## config.mk

```make
export PLATFORM = sky130hd
export DESIGN_NAME = mouse_packet_decoder
export DESIGN_NICKNAME = d
export VERILOG_FILES = /design/src/rtl/mouse_packet_decoder_pkg.sv /design/src/rtl/mouse_axis_accum.sv /design/src/rtl/mouse_packet_decoder.sv
export SDC_FILE = /design/constraint.sdc
export NUM_CORES = 1
export LEC_CHECK = 0
export CORE_MARGIN = 10
export CORE_UTILIZATION = 50
export CTS_CLUSTER_SIZE = 24
export DETAILED_ROUTE_END_ITERATION = 7
export PLACE_DENSITY = 0.74
export SYNTH_ARGS = -nofsm -noshare
export SYNTH_HDL_FRONTEND = slang
export SYNTH_SLANG_ARGS = --single-unit
```

## constraint.sdc

```tcl
create_clock -name CLK -period 2.46 [get_ports CLK]
set_input_delay 0.615 -clock CLK [delete_from_list [all_inputs] [get_ports CLK]]
set_output_delay 0.615 -clock CLK [all_outputs]
set_load 0.005 [all_outputs]
```

## src/rtl/mouse_packet_decoder_pkg.sv

```systemverilog
// Shared definitions for the PS/2 mouse packet decoder: FSM encoding,
// status-byte bit positions and the delta-forming helper.
package mouse_packet_decoder_pkg;

  typedef enum logic [1:0] {
    WAIT_B0 = 2'd0,
    WAIT_B1 = 2'd1,
    WAIT_B2 = 2'd2,
    UPDATE  = 2'd3
  } state_e;

  localparam int SYNC_BIT  = 3;
  localparam int XSIGN_BIT = 4;
  localparam int YSIGN_BIT = 5;
  localparam int XOVF_BIT  = 6;
  localparam int YOVF_BIT  = 7;

  // An overflowed axis saturates to the extreme of its sign.
  function automatic logic [8:0] make_delta(input logic sign, input logic ovf,
                                            input logic [7:0] low);
    if (ovf) return sign ? 9'h100 : 9'h0FF;
    return {sign, low};
  endfunction

endpackage

```

## src/rtl/mouse_axis_accum.sv

```systemverilog
// One screen axis: adds (or subtracts) a signed 9-bit delta and clamps the
// result to [0, MAX]; passes the current position through unless loading.
module mouse_axis_accum
  import mouse_packet_decoder_pkg::*;
#(
  parameter int MAX   = 159,
  parameter int POS_W = 8
) (
  input  logic [POS_W-1:0] pos,
  input  logic [8:0]       delta,
  input  logic             negate,
  input  logic             load,
  output logic [POS_W-1:0] pos_next
);

  localparam int AW = POS_W + 3;
  localparam logic signed [AW-1:0] MAX_S = AW'(MAX);

  logic signed [AW-1:0] dext;
  logic signed [AW-1:0] sum;

  always_comb begin
    dext = AW'($signed(delta));
    if (negate) dext = -dext;
    sum = $signed({3'b000, pos}) + dext;
    pos_next = pos;
    if (load) begin
      if (sum < 0)          pos_next = '0;
      else if (sum > MAX_S) pos_next = POS_W'(MAX);
      else                  pos_next = sum[POS_W-1:0];
    end
  end

endmodule

```

## src/rtl/mouse_packet_decoder.sv

```systemverilog
// Assembles 3-byte PS/2 mouse packets, rejects errored/misaligned bytes and
// tracks a clamped screen position with a one-cycle PACKET_VALID strobe.
module mouse_packet_decoder
  import mouse_packet_decoder_pkg::*;
#(
  parameter int MAX_X         = 159,
  parameter int MAX_Y         = 119,
  parameter int POS_W         = 8,
  parameter int T_PKT_TIMEOUT = 100000
) (
  input  logic             CLK,
  input  logic             RESET_N,
  input  logic             ENABLE,
  input  logic [7:0]       BYTE_READ,
  input  logic [1:0]       BYTE_ERROR_CODE,
  input  logic             BYTE_READY,
  output logic             READ_ENABLE,
  output logic [7:0]       MOUSE_STATUS,
  output logic [8:0]       MOUSE_DX,
  output logic [8:0]       MOUSE_DY,
  output logic [POS_W-1:0] MOUSE_X,
  output logic [POS_W-1:0] MOUSE_Y,
  output logic             PACKET_VALID,
  output logic [7:0]       PACKET_ERR_CNT
);

  localparam int TW = $clog2(T_PKT_TIMEOUT + 1);
  localparam logic [TW-1:0] T_LIM = TW'(T_PKT_TIMEOUT);

  state_e           state_q, state_d;
  logic [7:0]       b0_q, b0_d, b1_q, b1_d, status_q, status_d, err_q, err_d;
  logic [8:0]       dx_q, dx_d, dy_q, dy_d;
  logic [POS_W-1:0] x_q, x_d, y_q, y_d;
  logic [TW-1:0]    timer_q, timer_d;
  logic             pv_q, pv_d, err_inc, load, clean;

  always_comb begin
    state_d  = state_q;
    b0_d     = b0_q;
    b1_d     = b1_q;
    status_d = status_q;
    dx_d     = dx_q;
    dy_d     = dy_q;
    timer_d  = '0;
    pv_d     = 1'b0;
    load     = 1'b0;
    err_inc  = 1'b0;
    clean    = (BYTE_ERROR_CODE == 2'b00);
    if (!ENABLE) begin
      state_d = WAIT_B0;
    end else begin
      case (state_q)
        WAIT_B0: if (BYTE_READY) begin
          if (clean && BYTE_READ[SYNC_BIT]) begin
            b0_d    = BYTE_READ;
            state_d = WAIT_B1;
          end else err_inc = 1'b1;
        end
        WAIT_B1, WAIT_B2: begin
          if (BYTE_READY) begin
            if (!clean) begin
              err_inc = 1'b1;
              state_d = WAIT_B0;
            end else if (state_q == WAIT_B1) begin
              b1_d    = BYTE_READ;
              state_d = WAIT_B2;
            end else begin
              status_d = b0_q;
              dx_d     = make_delta(b0_q[XSIGN_BIT], b0_q[XOVF_BIT], b1_q);
              dy_d     = make_delta(b0_q[YSIGN_BIT], b0_q[YOVF_BIT], BYTE_READ);
              state_d  = UPDATE;
            end
          end else if (timer_q == T_LIM) begin
            err_inc = 1'b1;
            state_d = WAIT_B0;
          end else begin
            timer_d = timer_q + 1'b1;
          end
        end
        UPDATE: begin
          load    = 1'b1;
          pv_d    = 1'b1;
          state_d = WAIT_B0;
        end
        default: state_d = WAIT_B0;
      endcase
    end
    err_d = (err_inc && err_q != 8'hFF) ? err_q + 8'd1 : err_q;
  end

  mouse_axis_accum #(.MAX(MAX_X), .POS_W(POS_W)) u_x (
    .pos(x_q), .delta(dx_q), .negate(1'b0), .load(load), .pos_next(x_d)
  );
  // Screen Y grows downward while mouse dy is positive-up, hence negate.
  mouse_axis_accum #(.MAX(MAX_Y), .POS_W(POS_W)) u_y (
    .pos(y_q), .delta(dy_q), .negate(1'b1), .load(load), .pos_next(y_d)
  );

  always_ff @(posedge CLK or negedge RESET_N) begin
    if (!RESET_N) begin
      state_q  <= WAIT_B0;
      b0_q     <= '0;
      b1_q     <= '0;
      status_q <= '0;
      dx_q     <= '0;
      dy_q     <= '0;
      x_q      <= POS_W'(MAX_X >> 1);
      y_q      <= POS_W'(MAX_Y >> 1);
      timer_q  <= '0;
      pv_q     <= 1'b0;
      err_q    <= '0;
    end else begin
      state_q  <= state_d;
      b0_q     <= b0_d;
      b1_q     <= b1_d;
      status_q <= status_d;
      dx_q     <= dx_d;
      dy_q     <= dy_d;
      x_q      <= x_d;
      y_q      <= y_d;
      timer_q  <= timer_d;
      pv_q     <= pv_d;
      err_q    <= err_d;
    end
  end

  assign READ_ENABLE    = ENABLE & (state_q != UPDATE);
  assign MOUSE_STATUS   = status_q;
  assign MOUSE_DX       = dx_q;
  assign MOUSE_DY       = dy_q;
  assign MOUSE_X        = x_q;
  assign MOUSE_Y        = y_q;
  assign PACKET_VALID   = pv_q;
  assign PACKET_ERR_CNT = err_q;

endmodule

```

==> results of run 1 <==
## stage by stage
stage / std cells / hold WS [ns]
after floorplan: 451 / 0.319
after global placement: 634 / 0.446
after detailed placement: 634 / 0.468
after CTS: 651 / 0.256
after global routing: 652 / 0.273
final: 652 / 0.251
## placed cells by master, fill, tap and decap left out, types with 3 or more instances in the layout
cell,n
dfrtp_1,74
clkdlybuf4s50_1,64
nor2_1,51
a21oi_1,43
nand2_1,30
buf_4,26
mux2_2,23
inv_1,21
ha_1,20
o21ai_0,19
xnor2_1,17
nand3_1,13
xor2_1,11
dfstp_2,10
and3_1,10
clkbuf_8,10
nand4_1,7
a211oi_1,7
nor3_1,5
nand2b_1,5
a21o_1,5
nand4b_1,3
nor2b_1,3
nor3b_1,3
a31oi_1,3
a32o_1,3
## timing repair
item,in CTS,in global routing
buffers inserted,1,1
resized for setup,0,17
endpoints found under the setup margin,2,16
pin swaps,0,6
## power by group
group / switching [mW] / total [mW] / internal [mW]
clock: 0.483 / 1.08 / 0.599
sequential: 0.383 / 2.23 / 1.85
combinational: 1.58 / 3.27 / 1.69
## kinds of logic (layout without fill, tap and decap cells)
logic type,Yosys count,in the layout,share of synthesized area
muxes,24,24,0.0596
and+or+nand+nor,147,147,0.163
AOI/OAI and AO/OA,106,106,0.147
xor gates and xnor gates,29,29,0.0579
adders and majority gates,24,24,0.0698
DFF,84,84,0.468
buffers and inverters,37,130,0.0338
## state kept, by name, indices dropped and copies added, names as in the netlist
register        flops
MOUSE_DX            8
MOUSE_DY            8
MOUSE_STATUS        8
MOUSE_X             8
MOUSE_Y             8
PACKET_ERR_CNT      8
PACKET_VALID        1
b0_q                8
b1_q                8
state_q             2
timer_q            17
## routing by layer
metal,routed length [µm],up-vias
li1,-,1775
met1,4560,1755
met2,5160,91
met3,660,11
met4,104,0
met5,0,-
## worst paths after layout
path,startpoint,end,depth (start not counted)
setup / recovery,ENABLE,READ_ENABLE,4
hold / removal,RESET_N,MOUSE_Y[6],1
setup reg to reg,MOUSE_DX[0],MOUSE_X[3],8
hold reg to reg,b0_q[3],b0_q[3],1
max in group asynchronous,RESET_N,MOUSE_X[3],2
min in group CLK,b0_q[3],b0_q[3],1
## layout make-up
class,instances,area (µm²)
Multi-Input combinational cell,330,2320
Tap cell,108,135
Timing Repair Buffer,91,856
Clock inverter,4,72.6
Sequential cell,84,2110
Clock buffer,12,145
Fill cell,707,3030
Inverter,23,86.3
==> flow_summary.ini, run 1 <==
[yosys]
synth_top_cell_area_share = 0.410
synth_most_common_cell = dfrtp_1
ys_types = 58
syn_area_um2 = 4520
synth_largest_area_cell = dfrtp_1
synth_common_cells = dfrtp_1, nor2_1, a21oi_1
yosysWarnings = 0
syn-mean-instance-area_um2 = 10.0
async_flop_share = 1.00
synth_edf_count = 0
ys.flop_type = dfrtp_1
syn_inst = 451
seq_area_frac_synth = 0.468
synth_area_leaders = dfrtp_1, ha_1, dfstp_2
syn-num-nets = 489
synth-seq-cells = 84

[sta]
tns_ns = 0
rsz0062_at_grt = true
slew_viol_final = 0
hold_viol_final = 0
setup_ws_ns = 0.0965
fin_crit_sh = 0.961
relSlewSlack = 0.636
tightest_slew_ns = 0.546
setup_violations = 0
max_freq_mhz = 423
period_needed_ns = 2.36
clock_skew_ns = 0.0113

[clock_tree]
htreeDepth = 3
cts_hold_buf = 0
root_buffer = clkbuf_8
cts_buffers = 9
cts.path.max_buffers = 2
clk_latency_ns = 0.35
clock-sinks = 84
cts_tree = yes
clkSlewWorstSetupHoldPaths_ns = 0.08

[layout]
stdcell_area_um2 = 5730
fin_util = 0.654
diodes = 0
drive_gt1_frac = 0.186
area_growth_pct = 26.9
nNetsFinal = 577

[grt]
grt.met2_usage = 0.260
grt_usage = 0.160
grt_pass1_wl_um = 17400
grt_pass1_vias = 3586
grt_overflow = 0
grt_use_met1 = 0.203
met3_usage = 0.0458
grt_antenna_before_repair = 0
top_usage_layer = met2
grt_start_max_net_pins = 43

[power]
power_mw = 6.59
leakagePower_nw = 2.54
ir_drop_uv = 489
powerDensity_nw_per_um2 = 1150

[critical_path]
max_stage_delay_ns = 0.52
worstPathMaxFanout = 3
path_cells = clkdlybuf4s50_1 > nand2b_4 > inv_1 > clkdlybuf4s50_1
path_common_cell = clkdlybuf4s50_1
cp_top_family = buffers and inverters
path_buf_inv = 3
worstPathArrival_ns = 1.75
end_kind = primary output
cp-start-kind = input port
slowest_stage = clkdlybuf4s50_1
path_class = input port to primary output
critical_path_required_ns = 1.85
r2r_slack_ns = 0.13

[route]
via_count = 3632
drtIter0Drc = 135
ant_nets = 0
route.detailed.drc = 0
wl_um = 10500
dr.pass1.iters = 4
wl_per_cell_um = 16.1
vias_per_cell = 5.57

[die]
die_area_um2 = 13200
die_w_um = 115
start_util = 0.515
ios = 66
die_h_um = 115
design.core.area_um2 = 8760
fp-row-count = 34

[placement]
port_buffers = 65
place_area_um2 = 5430
dp_slack_ns = 0.0165
hpwlAfterDp_um = 7940
gp_congestion = 0.863

[flow_run]
drv_cap = 0

[outcome]
status = completed

[hold_path]
min_path_type = input port to async pin
No activity file was read; power rests on OpenSTA's default activity.
==> run 2: changes to the inputs <==
--- a/config.mk
+++ b/config.mk
@@ -7,6 +7,7 @@
 export LEC_CHECK = 0
 export CORE_MARGIN = 10
 export CORE_UTILIZATION = 50
+export CTS_CLUSTER_DIAMETER = 120
 export CTS_CLUSTER_SIZE = 24
 export DETAILED_ROUTE_END_ITERATION = 7
 export PLACE_DENSITY = 0.74
==> results of run 2 <==
No change in the layout: final DEF, timing and power equal those of run 1.
